[src/rtl/tx_pulse_sequencer.sv]
// tx_pulse_sequencer: gates DDS samples into BPSK phase-coded pulses that
// repeat every pri_len clocks. Config is shadowed at each pulse start so
// input changes only take effect on the next relatch.
//
// Handshake: no valid/ready pair. din is consumed every cycle; dout and
// tx_active are registered one cycle behind the PULSE state, while
// pulse_start and chip_idx follow the state and lead dout by one cycle.
module tx_pulse_sequencer #(
  parameter int DW     = 14,
  parameter int CODE_W = 16,
  parameter int PRI_W  = 32
) (
  input  logic                 clk,
  input  logic                 rst,
  input  logic                 enable,
  input  logic [CODE_W-1:0]    code,
  input  logic [4:0]           code_len,
  input  logic [15:0]          chip_len,
  input  logic [PRI_W-1:0]     pri_len,
  input  logic signed [DW-1:0] din,
  output logic signed [DW-1:0] dout,
  output logic                 tx_active,
  output logic                 pulse_start,
  output logic [4:0]           chip_idx,
  output logic                 cfg_err,
  output logic [1:0]           state
);

  localparam logic [1:0] S_IDLE   = 2'd0;
  localparam logic [1:0] S_PULSE  = 2'd1;
  localparam logic [1:0] S_LISTEN = 2'd2;

  localparam logic signed [DW-1:0] D_MIN = {1'b1, {(DW-1){1'b0}}};
  localparam logic signed [DW-1:0] D_MAX = {1'b0, {(DW-1){1'b1}}};

  logic [1:0]          state_next;
  logic [CODE_W-1:0]   code_s;
  logic [4:0]          code_len_s;
  logic [15:0]         chip_len_s;
  logic [PRI_W-1:0]    pri_len_s;
  logic [15:0]         chip_cnt;
  logic [PRI_W-1:0]    pri_cnt;

  logic [20:0]         pulse_cycles;
  logic                cfg_legal;
  logic                start_ok;
  logic                start_check;
  logic                load;
  logic                start_fail;
  logic                chip_end;
  logic                last_chip;
  logic                pri_end;
  logic [4:0]          bit_pos;
  logic [CODE_W-1:0]   code_shift;
  logic                code_bit;
  logic signed [DW-1:0] din_neg;
  logic signed [DW-1:0] mod_sample;

  // Config legality on the live inputs plus the start/relatch decision points
  always_comb begin
    pulse_cycles = 21'(code_len) * 21'(chip_len);
    cfg_legal    = (code_len != 5'd0) && (int'(code_len) <= CODE_W) &&
                   (chip_len != 16'd0) && (pri_len > PRI_W'(pulse_cycles));
    chip_end     = (chip_cnt == chip_len_s - 16'd1);
    last_chip    = (chip_idx == code_len_s - 5'd1);
    pri_end      = (pri_cnt == pri_len_s - PRI_W'(1));
    start_check  = (state == S_IDLE) || ((state == S_LISTEN) && pri_end);
    start_ok     = enable && cfg_legal;
    load         = start_check && start_ok;
    start_fail   = start_check && enable && !cfg_legal;
  end

  // Code bit selection (MSB-first) and saturating BPSK modulation
  always_comb begin
    bit_pos    = code_len_s - 5'd1 - chip_idx;
    code_shift = code_s >> bit_pos;
    code_bit   = code_shift[0];
    din_neg    = (din == D_MIN) ? D_MAX : -din;
    mod_sample = code_bit ? din : din_neg;
  end

  // State register
  always_ff @(posedge clk) begin
    if (rst) state <= S_IDLE;
    else     state <= state_next;
  end

  // Next-state logic
  always_comb begin
    state_next = state;
    case (state)
      S_IDLE:   if (load) state_next = S_PULSE;
      S_PULSE:  if (chip_end && last_chip) state_next = S_LISTEN;
      S_LISTEN: if (pri_end) state_next = load ? S_PULSE : S_IDLE;
      default:  state_next = S_IDLE;
    endcase
  end

  // Unregistered FSM output: strobe on the first PULSE cycle of each PRI
  always_comb begin
    pulse_start = (state == S_PULSE) && (pri_cnt == '0);
  end

  // Shadow config and chip/PRI counters
  always_ff @(posedge clk) begin
    if (rst) begin
      code_s     <= '0;
      code_len_s <= '0;
      chip_len_s <= '0;
      pri_len_s  <= '0;
      chip_cnt   <= '0;
      chip_idx   <= '0;
      pri_cnt    <= '0;
    end else if (load) begin
      code_s     <= code;
      code_len_s <= code_len;
      chip_len_s <= chip_len;
      pri_len_s  <= pri_len;
      chip_cnt   <= '0;
      chip_idx   <= '0;
      pri_cnt    <= '0;
    end else begin
      case (state)
        S_PULSE: begin
          pri_cnt <= pri_cnt + PRI_W'(1);
          if (chip_end) begin
            chip_cnt <= '0;
            chip_idx <= last_chip ? 5'd0 : chip_idx + 5'd1;
          end else begin
            chip_cnt <= chip_cnt + 16'd1;
          end
        end
        S_LISTEN: pri_cnt <= pri_end ? '0 : pri_cnt + PRI_W'(1);
        default: begin
          chip_cnt <= '0;
          chip_idx <= '0;
          pri_cnt  <= '0;
        end
      endcase
    end
  end

  // Registered sample path and sticky config error
  always_ff @(posedge clk) begin
    if (rst) begin
      dout      <= '0;
      tx_active <= 1'b0;
      cfg_err   <= 1'b0;
    end else begin
      dout      <= (state == S_PULSE) ? mod_sample : '0;
      tx_active <= (state == S_PULSE);
      if (start_fail)  cfg_err <= 1'b1;
      else if (load)   cfg_err <= 1'b0;
    end
  end

endmodule

[config.mk]
export PLATFORM = sky130hd
export DESIGN_NAME = tx_pulse_sequencer
export DESIGN_NICKNAME = d
export VERILOG_FILES = /design/src/rtl/tx_pulse_sequencer.sv
export SDC_FILE = /design/constraint.sdc
export NUM_CORES = 1
export LEC_CHECK = 0
export ABC_AREA = 1
export CAP_MARGIN = 10
export CORE_ASPECT_RATIO = 1.1
export CORE_UTILIZATION = 52
export CTS_BUF_LIST = sky130_fd_sc_hd__clkbuf_4 sky130_fd_sc_hd__clkbuf_8
export DETAILED_ROUTE_END_ITERATION = 10
export GPL_TIMING_DRIVEN = 0
export PLACE_DENSITY = 0.82
export REMOVE_ABC_BUFFERS = 1
export SYNTH_ARGS = -nofsm -noshare
export SYNTH_HDL_FRONTEND = slang
export SYNTH_SLANG_ARGS = --single-unit
[constraint.sdc]
create_clock -name clk -period 7.37 [get_ports clk]
set_clock_uncertainty 0.2 [all_clocks]
set_input_delay 1.474 -clock clk [delete_from_list [all_inputs] [get_ports clk]]
set_output_delay 1.474 -clock clk [all_outputs]
set_load 0.005 [all_outputs]
Yosys cells after proc, flatten, opt, wreduce, memory -nomap -nowiden
Index checks and enable logic that the tools add are counted.
{"block": "word_totals", "out_inout_bits": 24, "wordCells": 72, "ff_bits": 140, "in_bits": 86}
{"block": "classes", "n_reduce_logical": 21, "n_shift": 1, "bitwise_logic": 2, "mul": 1, "n_eq_ne": 10, "n_addsub": 8, "order_cmp": 2, "mux": 16}
{"op": "$pmux W32 S2", "count": 1}
{"op": "$add A32 B1 Y32 const B", "count": 1}
{"op": "$eq A32 B32 Y1", "count": 1}
{"op": "$gt A32 B21 Y1", "count": 1}
{"op": "$logic_not A32 Y1", "count": 1}
{"op": "$mux W32", "count": 1}
{"op": "$pmux W16 S2", "count": 1}
{"op": "$sub A32 B1 Y32 const B", "count": 1}
{"op": "$mux W14", "count": 2}
{"op": "$mul A5 B16 Y21", "count": 1}
{"op": "$add A16 B1 Y16 const B", "count": 1}
{"op": "$eq A16 B16 Y1", "count": 1}
{"op": "$mux W16", "count": 1}
{"op": "$reduce_bool A16 Y1", "count": 1}
{"op": "$shr A16 B5 Y1", "count": 1}
{"op": "$sub A16 B1 Y16 const B", "count": 1}
{"op": "$eq A14 B14 Y1 const B", "count": 1}
{"op": "$neg A14 Y14", "count": 1}
{"op": "$logic_and A1 B1 Y1", "count": 10}
{"op": "$mux W5", "count": 2}
{"op": "$pmux W5 S2", "count": 1}
{"op": "$ne A2 B2 Y1 const B", "count": 4}
{"op": "$mux W2", "count": 3}
{"op": "$pmux W2 S3", "count": 1}
{"op": "other kinds (17)", "count": 21}

Longest topological paths before layout
Gate-level depths: netlist (run 1).
{"block": "depth", "depth_word": 9, "ltp_mapped": 32, "mapped_depth_nobuf": 29}

Worst setup path before layout (run 1)
Ideal clock, no wire load.
{"block": "synth_timing", "path_kind": "input to register", "from": "in code_len[4]", "to": "reg pri_len_s[21]", "t_arrival_ns": 7.017, "path_slack_ns": 0.037, "cell_stages": 30, "setup_ns": 0.115, "path_cell_list": "clkbuf_1 buf_1 nand2_1 fa_1 fa_1 fa_1 inv_1 ha_1 a21oi_1 o21ai_0 nand2_1 o211ai_1 a31oi_1 o21ai_0 a21boi_0 o21ai_0 xor2_1 ha_1 a21oi_1 nand3b_1 a21oi_1 nor3_1 nand2_1 nand2_1 nor2_1 clkbuf_1 clkbuf_1 nand3_1 nand2_1 nor2_1"}
{"block": "synth_via", "elab_chain_cells": 6, "elab_cells_between_ends": 9, "cone_classes": "mul (1); order compare (2); reduce/logical (6)"}
{"item": "start, declared", "line": "17", "text": "input logic [4:0] code_len,"}
{"item": "parallel branches: the longest is 3 deep, another holds $gt A32 B21 Y1"}
{"item": "$logic_and A1 B1 Y1 (*)", "line": "63", "text": "(chip_len != 16'd0) && (pri_len > PRI_W'(pulse_cycles));"}
{"item": "$logic_and A1 B1 Y1 (*)", "line": "68", "text": "start_ok = enable && cfg_legal;"}
{"item": "$logic_and A1 B1 Y1 (*)", "line": "69", "text": "load = start_check && start_ok;"}
{"item": "end signal, assigned", "line": "118", "text": "pri_len_s <= pri_len;"}
{"item": "end, declared", "line": "40", "text": "logic [PRI_W-1:0] pri_len_s;"}
Mark *: on every way between the ends.
A chain may end at the register's enable or synchronous reset.

Final worst setup path (run 1)
{"block": "layout_timing", "from": "in code_len[4]", "to": "reg pri_cnt[23]"}
{"block": "layout_via", "elab_chain_cells": 7, "elab_cells_between_ends": 10, "cone_classes": "mul (1); order compare (2); reduce/logical (7)"}
{"item": "parallel branches: the longest is 3 deep, another holds $gt A32 B21 Y1"}
{"item": "$logic_and A1 B1 Y1 (*)", "line": "63"}
{"item": "$logic_and A1 B1 Y1 (*)", "line": "68"}
{"item": "$logic_and A1 B1 Y1 (*)", "line": "69"}
{"item": "$reduce_or A2 Y1 (no line) (*)"}
{"item": "end signal, assigned", "line": "125", "text": "pri_cnt <= pri_cnt + PRI_W'(1);"}
{"item": "end signal, assigned", "line": "133", "text": "S_LISTEN: pri_cnt <= pri_end ? '0 : pri_cnt + PRI_W'(1);"}
{"item": "end, declared", "line": "42", "text": "logic [PRI_W-1:0] pri_cnt;"}
Marked as above.

==> results.cfg, run 1 <==
[synth]
synthArstFlopShare_pct = 0
synth_top_area_share_pct = 23.30
ys_top_cells_by_area = dfxtp_1 (23%), nand2_1 (12%), nor2_1 (8.4%)
yosys_warnings = 0
synth-edff-count = 0
syn_avg_cell_area_um2 = 6.631
synthCells = 1814
synth_cell_types = 41
yosysSeqAreaShare_pct = 23.30
synth_common_cells = nand2_1 (375), nor2_1 (269), inv_1 (262), dfxtp_1 (140), a21oi_1 (112)
synth_area_mm2 = 0.01203
yosysMostFrequentCell = nand2_1
yosys.area.top_type = dfxtp_1
ys.flop_type = dfxtp_1
synth-seq-cells = 140

[setup_path]
cp_common_cell = nand2_1
required_ns = 7.54
cp-end-kind = flip-flop
arrival_ns = 7.24
critical-path-slowest-cell = fa_1
path_max_fanout = 23
startpoint_type = primary input
slowest_delay_ns = 0.56
crit_type = primary input to flip-flop
regToRegSetupSlack_ns = 3.48

[global_routing]
antenna_found_initial = 1
grt_max_degree = 49
track_usage_pct = 26.23
met3_usage_pct = 3.588
grt_pass1_vias = 10980
busiest_layer = met2
grt_use_met2_pct = 47.11
overflow = 0
use_met1_pct = 31.26
grt_pass1_wl_um = 50920

[power]
ir_worst_vdd_mv = 0.1798
total_leakage_power_nw = 6.473
power_density_mw_per_mm2 = 279.6

[clock_tree]
tritoncts = done
clockRootBuffer = clkbuf_8
clkLatencyLatePin_ns = 0.45
numCtsBuffers = 17
h-tree-depth = 4
cts_buffer_depth = 2
cts_sinks = 140
hold_buffers = 0
clk_pin_slew_ns = 0.09

[timing]
min_period_over_period_pct = 95.87
hold_viol = 0
setup_tns_ns = 0
drv_slew = 0
setup_viol = 0
timing.fmax_mhz = 141.5
relSlewSlack_pct = 29.72
tightest_slew_ns = 1.052
final.min_clock_period_ns = 7.066
fin_ws_ns = 0.3041

[placement]
hpwlAfterDp_um = 23800
pre_cts_ws_ns = -1.624
dpl_cell_area_mm2 = 0.01334
place.gp.congestion = 0.9490
io_buffer_count = 109

[floorplanning]
die_area_mm2 = 0.02375
chipWidth_um = 147.0
ioPinCount = 110
rows = 58
die_y_um = 161.5
core_area_mm2 = 0.02279
start_util_pct = 52.79

[flow_run]
maxCapViolCount = 0

[detailed_routing]
detail-route-antenna-nets = 0
postRouteWirelength_um = 30910
viasPerCell = 5.365
dr.first_iter.drc_count = 748
drc = 0
drtPass1Iterations = 5
num_vias = 11800
routedWlPerCell_um = 14.06

[cells_and_area]
synthToLayoutAreaGrowth_pct = 14.80
drive_above_1_share_pct = 4.373
final_nets = 2080
fin_area_mm2 = 0.01381
n_fill_cell = 2149

[outcome]
status = complete, no violations

[hold_path]
min_path_type = flip-flop to flip-flop
## metal layers
metal	vias up	wire, µm
met2	327	15340
met4	0	924
li1	5932	-
met1	5482	13170
met3	57	1472
met5	-	0
## metrics by stage
stage / util (%) / hold slack (ns) / total power [mW] / std cells
2_1_floorplan: - / 0.2463 / 2.576 / 1745
3_3_place_gp: 57.75 / 0.2520 / 3.093 / 2154
3_5_place_dp: 58.53 / 0.2631 / 3.210 / 2162
4_1_cts: 60.53 / 0.2826 / 3.844 / 2198
5_1_grt: 60.60 / 0.2922 / 4.209 / 2199
6_report: 60.60 / 0.2843 / 3.862 / 2199
## critical path, delay by kind of cell
family	cells	cell delay (ns)
adder cells (fa/ha/maj)	5	2.25
AND/OR/NAND/NOR	12	1.55
AO/OA/AOI/OAI	7	0.90
buffers and inverters	6	0.75
XOR/XNOR	1	0.27
## logic make-up after synthesis
group           Yosys count  share of synthesized area (%)
fa+ha+maj               109                          14.02
simple gates            923                          34.27
buf+inv                 332                          10.99
xor+xnor                116                          8.446
mux                       4                         0.3329
flops                   140                          23.30
compound gates          190                          8.633
## power breakdown
| group | internal, mW | total (mW) | switching, mW |
|---|---|---|---|
| Sequential | 0.862 | 0.968 | 0.106 |
| Clock | 0.278 | 0.611 | 0.333 |
| Combinational | 0.862 | 2.28 | 1.42 |
| Total | 2.00 | 3.86 | 1.86 |
## path summary, 6_finish.rpt
check,depth (start not counted),start,endpoint
max reg2reg,15,pri_len_s[0],pri_cnt[23]
min,2,cfg_err,cfg_err
max,31,code_len[4],pri_cnt[23]
min reg2reg,2,cfg_err,cfg_err
## cell type report
| cell class | instances | area, µm² | share of cell area [%] |
|---|---|---|---|
| Tap cell | 300 | 375.4 | 2.718 |
| Antenna cell | 1 | 2.502 | 0.01812 |
| Clock buffer | 18 | 241.5 | 1.749 |
| Sequential cell | 140 | 2803 | 20.30 |
| Timing Repair Buffer | 120 | 1291 | 9.350 |
| Inverter | 263 | 987.2 | 7.149 |
| Multi-Input combinational cell | 1343 | 7975 | 57.75 |
| Clock inverter | 14 | 133.9 | 0.9695 |
## cell usage in the layout (no fill, tap or decap), types with 4 or more instances in the layout
master / count
nor2_1: 267
clkdlybuf4s50_1: 92
buf_12: 6
nor3_1: 33
o221ai_1: 4
a31oi_1: 15
ha_1: 66
nand3_1: 83
o21ai_0: 34
or2_2: 11
clkbuf_2: 5
nand2_2: 5
o21bai_1: 6
nor4_1: 15
nand3b_1: 72
a21oi_1: 111
fa_1: 43
xnor2_1: 37
inv_1: 261
o31ai_1: 4
o21ai_1: 4
clkbuf_8: 17
mux2i_1: 4
clkbuf_4: 4
inv_6: 5
nand2_1: 372
xor2_1: 79
nand4_1: 52
dfxtp_1: 140
dlymetal6s2s_1: 9
## timing repair
item,in CTS,in global routing
cloned,2,0
setup endpoints to repair,125,125
setup buffers,2,0
gates resized for setup,24,35
pin swaps,3,1
## registers in the layout, summed over array words and instances (netlist names), 2 cells and up
register / count
pri_len_s: 32
chip_idx: 5
pri_cnt: 32
code_len_s: 5
state: 2
chip_len_s: 16
code_s: 16
chip_cnt: 16
dout: 14
(Power assumes the default switching activity.)
==> inputs of run 2 (changes only) <==
--- a/config.mk
+++ b/config.mk
@@ -7,12 +7,14 @@
 export LEC_CHECK = 0
 export ABC_AREA = 1
 export CAP_MARGIN = 10
+export CELL_PAD_IN_SITES_DETAIL_PLACEMENT = 1
+export CELL_PAD_IN_SITES_GLOBAL_PLACEMENT = 1
 export CORE_ASPECT_RATIO = 1.1
-export CORE_UTILIZATION = 52
+export CORE_UTILIZATION = 39
 export CTS_BUF_LIST = sky130_fd_sc_hd__clkbuf_4 sky130_fd_sc_hd__clkbuf_8
 export DETAILED_ROUTE_END_ITERATION = 10
 export GPL_TIMING_DRIVEN = 0
-export PLACE_DENSITY = 0.82
+export PLACE_DENSITY = 0.85
 export REMOVE_ABC_BUFFERS = 1
 export SYNTH_ARGS = -nofsm -noshare
 export SYNTH_HDL_FRONTEND = slang
==> run 2 against run 1 <==
Effect of this change:
- count of clock-buffer cells in the layout grew 1
- design area is 1.7% higher
- first-iteration DRC count shrank 25%
- critical path type unchanged
- largest cell class unchanged
- register-to-register slack improved by 0.09 ns
==> results.cfg, run 2 (synthesized netlist as in run 1, its figures left out) <==
[outcome]
status = complete, no violations

[timing]
holdWs_ns = 0.2864
setup_tns_ns = 0
relSlewSlack_pct = 21.84
tightest_slew_ns = 1.172
min_period_over_period_pct = 96.73
drv_slew = 0
final.min_clock_period_ns = 7.129
fin_ws_ns = 0.2413
hold_viol = 0
timing.fmax_mhz = 140.3
setup_viol = 0

[global_routing]
overflow = 0
busiest_layer = met2
antenna_found_initial = 0
use_met1_pct = 28.38
met3_usage_pct = 2.624
grt_pass1_wl_um = 59740
grt_use_met2_pct = 43.41
track_usage_pct = 23.62
grt_pass1_vias = 12350
grt_max_degree = 49

[clock_tree]
numCtsBuffers = 17
clockRootBuffer = clkbuf_8
hold_buffers = 0
tritoncts = done
clkLatencyLatePin_ns = 0.48
cts_buffer_depth = 2
clk_pin_slew_ns = 0.09
h-tree-depth = 4
cts_sinks = 140

[detailed_routing]
drtPass1Iterations = 5
viasPerCell = 5.205
num_vias = 12050
routedWlPerCell_um = 16.19
drc = 0
detail-route-antenna-nets = 0
dr.first_iter.drc_count = 562
postRouteWirelength_um = 37500

[setup_path]
startpoint_type = primary input
cp_common_cell = nand2_1
slowest_delay_ns = 0.55
required_ns = 7.53
cp-end-kind = flip-flop
path_max_fanout = 23
critical-path-slowest-cell = fa_1
regToRegSetupSlack_ns = 3.57
crit_type = primary input to flip-flop
arrival_ns = 7.29

[power]
power_density_mw_per_mm2 = 282.8
ir_worst_vdd_mv = 0.1810
total_leakage_power_nw = 6.453

[floorplanning]
core_area_mm2 = 0.03043
die_y_um = 186.2
start_util_pct = 39.53
rows = 67
chipWidth_um = 169.5
ioPinCount = 110
die_area_mm2 = 0.03155

[cells_and_area]
synthToLayoutAreaGrowth_pct = 16.77
final_cell_mix = nand2_1 (372), nor2_1 (266), inv_1 (261), dfxtp_1 (140), a21oi_1 (111)
final_common_cell = nand2_1
drive_above_1_share_pct = 4.942
final_nets = 2085
reg_top3 = pri_cnt (32), pri_len_s (32)
antennaDiodeCount = 0

[placement]
pre_cts_ws_ns = -2.352
hpwlAfterDp_um = 28450
io_buffer_count = 109
place.gp.congestion = 0.8916

[hold_path]
min_path_type = flip-flop to flip-flop

[flow_run]
maxCapViolCount = 0
==> run 2: changes by cell type in the layout (fill, tap and decap cells not counted), sizes merged, moves of 2 or more <==
cell           delta
clkinv            -2
dlygate4sd2       +4
clkdlybuf4s15     +4
clkinvlp          +2
dlymetal6s2s      -8
inv               -3
buf               +4
==> run 2: final timing paths <==
check	startpoint	cells past startpoint	endpoint
worst max-delay path	chip_len[1]	31	pri_cnt[28]
worst min-delay path	cfg_err	2	cfg_err
worst max register to register	pri_len_s[0]	17	pri_cnt[28]
worst min register to register	cfg_err	2	cfg_err
==> run 2: metrics by stage <==
step                cells  instance area (µm²)  total power [mW]  util [%]
floorplan            1745                11690             2.576         -
global placement     2268                13300             3.132     43.72
detailed placement   2275                13470             3.277     44.26
global route         2316                14050             4.326     46.16
finish               2316                14050             3.973     46.16
CTS                  2311                13950             3.951     45.86
==> run 2: final cells by class <==
class                   instances  area (µm²)
repair buffers                123        1311
clock buffers                  19       255.2
multi-input cells            1345        8034
flip-flops and latches        140        2803
inverters                     263       987.2
fillers                      3999       16380
well taps                     414       518.0
clock inverters                12       137.6
==> run 2: report_power, final <==
part           total, mW  internal, mW  switching [mW]
registers          0.964         0.862           0.102
logic               2.36         0.871            1.49
clock network      0.645         0.314           0.330
total               3.97          2.05            1.93
==> run 2: routing by layer <==
metal	routed length, µm	vias up
li1	-	5932
met1	16570	5853
met2	18960	206
met3	974	63
met4	988	0
met5	0	-
==> run 2: repair_timing <==
action | 4_1_cts | 5_1_grt
gates resized for setup | 49 | 27
endpoints found under the setup margin | 125 | 111
pin swaps | 4 | 3
gates cloned | 2 | 3
setup buffers | 3 | 2
==> run 2: critical path, delay by kind of cell <==
family / cells / cell delay (ns)
buffers and inverters: 7 / 0.99
AND/OR/NAND/NOR: 11 / 1.33
AO/OA/AOI/OAI: 7 / 1.06
adder cells (fa/ha/maj): 5 / 2.23
XOR/XNOR: 1 / 0.17
==> inputs of run 3 (changes only) <==
--- a/config.mk
+++ b/config.mk
@@ -7,10 +7,10 @@
 export LEC_CHECK = 0
 export ABC_AREA = 1
 export CAP_MARGIN = 10
-export CELL_PAD_IN_SITES_DETAIL_PLACEMENT = 1
-export CELL_PAD_IN_SITES_GLOBAL_PLACEMENT = 1
+export CELL_PAD_IN_SITES_DETAIL_PLACEMENT = 0
+export CELL_PAD_IN_SITES_GLOBAL_PLACEMENT = 2
 export CORE_ASPECT_RATIO = 1.1
-export CORE_UTILIZATION = 39
+export CORE_UTILIZATION = 30
 export CTS_BUF_LIST = sky130_fd_sc_hd__clkbuf_4 sky130_fd_sc_hd__clkbuf_8
 export DETAILED_ROUTE_END_ITERATION = 10
 export GPL_TIMING_DRIVEN = 0
==> run 3 against run 2 <==
Effect of this change:
- the flow now finishes with violations (design-rule violations)
- fmax rose by 2.8%
- hold slack barely moved
- core utilization fell by 10 points
- power fell by 2.1%
- die area rose by 30%
==> results.cfg, run 3 (synthesized netlist as in run 1, its figures left out) <==
[outcome]
status = finished with violations
violations = design-rule violations

[global_routing]
met3_usage_pct = 2.443
grt_pass1_vias = 10780
track_usage_pct = 17.07
busiest_layer = met2
overflow = 0
grt_pass1_wl_um = 54860
grt_use_met2_pct = 29.14
use_met1_pct = 21.92
grt_max_degree = 48
antenna_found_initial = 2

[setup_path]
path_max_fanout = 34
arrival_ns = 7.11
regToRegSetupSlack_ns = 3.44
cp_common_cell = nand2_1
crit_path_end = pri_len_s[29]
critical-path-slowest-cell = fa_1
reg2reg_depth = 16
critPathLaunch = chip_len[6]
cp-end-kind = flip-flop
r2r-end = pri_cnt[11]
required_ns = 7.55
startpoint_type = primary input
crit_type = primary input to flip-flop
slowest_delay_ns = 0.54
r2r-start = pri_len_s[0]

[clock_tree]
clk_pin_slew_ns = 0.08
tritoncts = done
numCtsBuffers = 17
cts_buffer_depth = 2
cts_sinks = 140
clockRootBuffer = clkbuf_8
clkLatencyLatePin_ns = 0.49
h-tree-depth = 4
hold_buffers = 0

[placement]
dpl_cell_area_mm2 = 0.01359
place_inst = 2368
place.gp.congestion = 0.8634
io_buffer_count = 109
hpwlAfterDp_um = 26780

[detailed_routing]
drtPass1Iterations = 8
routedWlPerCell_um = 14.13
drc = 12
num_vias = 11260
viasPerCell = 4.680
detail-route-antenna-nets = 0
postRouteWirelength_um = 33990
dr.first_iter.drc_count = 703

[cells_and_area]
drive_above_1_share_pct = 4.428
regArea_mm2 = 0.002803
synthToLayoutAreaGrowth_pct = 16.90
n_fill_cell = 4304
fin_area_mm2 = 0.01406
reg_top3 = pri_cnt (32), pri_len_s (32)
final_common_cell = nand2_1
final_cell_mix = nand2_1 (373), nor2_1 (267), inv_1 (261), dfxtp_1 (140), a21oi_1 (112)
stdcell_count = 2406
multiInputGateArea_mm2 = 0.007975
final_nets = 2079

[timing]
relSlewSlack_pct = 24.58
rsz0062_at_grt = no
timing.fmax_mhz = 144.2
final.min_clock_period_ns = 6.935
setup_viol = 0
drv_slew = 0
tightest_slew_ns = 1.131
hold_viol = 0
min_period_over_period_pct = 94.10
setup_tns_ns = 0

[power]
power_density_mw_per_mm2 = 276.6
ir_worst_vdd_mv = 0.1500
total_leakage_power_nw = 6.455

[floorplanning]
die_y_um = 212.0
die_area_mm2 = 0.04090
start_util_pct = 30.56
core_area_mm2 = 0.03937
rows = 76
ioPinCount = 110
chipWidth_um = 192.9

[hold_path]
min_path_type = flip-flop to flip-flop

[flow_run]
maxCapViolCount = 0
==> run 3: what timing repair did <==
item / in CTS / in global routing
buffers inserted: 3 / 0
gates cloned: 1 / 0
gates resized for setup: 23 / 40
endpoints found under the setup margin: 125 / 123
pin swaps: 1 / 1
==> run 3: how the worst min path moves through the flow <==
stage,to,startpoint,slack [ns],cells after the start
CTS,code_s[5],code_s[5],0.29,2
finish,code_s[15],code_s[15],0.29,2
floorplan,code_s[13],code_s[13],0.25,2
global placement,code_s[15],code_s[15],0.27,2
detailed placement,code_s[5],code_s[5],0.26,2
global route,code_s[0],code_s[0],0.31,2
==> run 3: where the power goes <==
group	switching (mW)	internal, mW
clock network	0.328	0.334
registers	0.105	0.862
logic	1.41	0.853
==> run 3: layout make-up <==
class	count	area share, %
timing repair buffer	119	8.826
sequential	140	19.93
inverter	263	7.020
clock buffer	21	2.011
antenna	2	0.03559
clock inverter	11	0.9520
multi-input combinational	1343	56.71
tap	507	4.511
==> run 3: layer usage <==
metal,wire (µm),vias to the layer above
met4,647,0
li1,-,5922
met2,16340,154
met1,16060,5155
met3,942,30
met5,0,-
==> run 3: worst max-delay path, delay by kind of cell <==
family,cells,cell delay (ns)
adder cells (fa/ha/maj),5,2.21
AND/OR/NAND/NOR,13,1.60
buffers and inverters,7,0.99
AO/OA/AOI/OAI,5,0.69
XOR/XNOR,1,0.11
==> run 3: metrics by stage <==
stage / setup WS, ns / power [mW] / hold WS [ns] / util [%]
5_1_grt: 0.02287 / 4.295 / 0.3120 / 35.71
6_report: 0.4347 / 3.890 / 0.2863 / 35.72
3_3_place_gp: -9.158 / 3.178 / 0.2657 / 34.09
3_5_place_dp: -2.045 / 3.245 / 0.2645 / 34.53
4_1_cts: 0.03827 / 3.930 / 0.2866 / 35.69
2_1_floorplan: -4.252 / 2.576 / 0.2463 / -
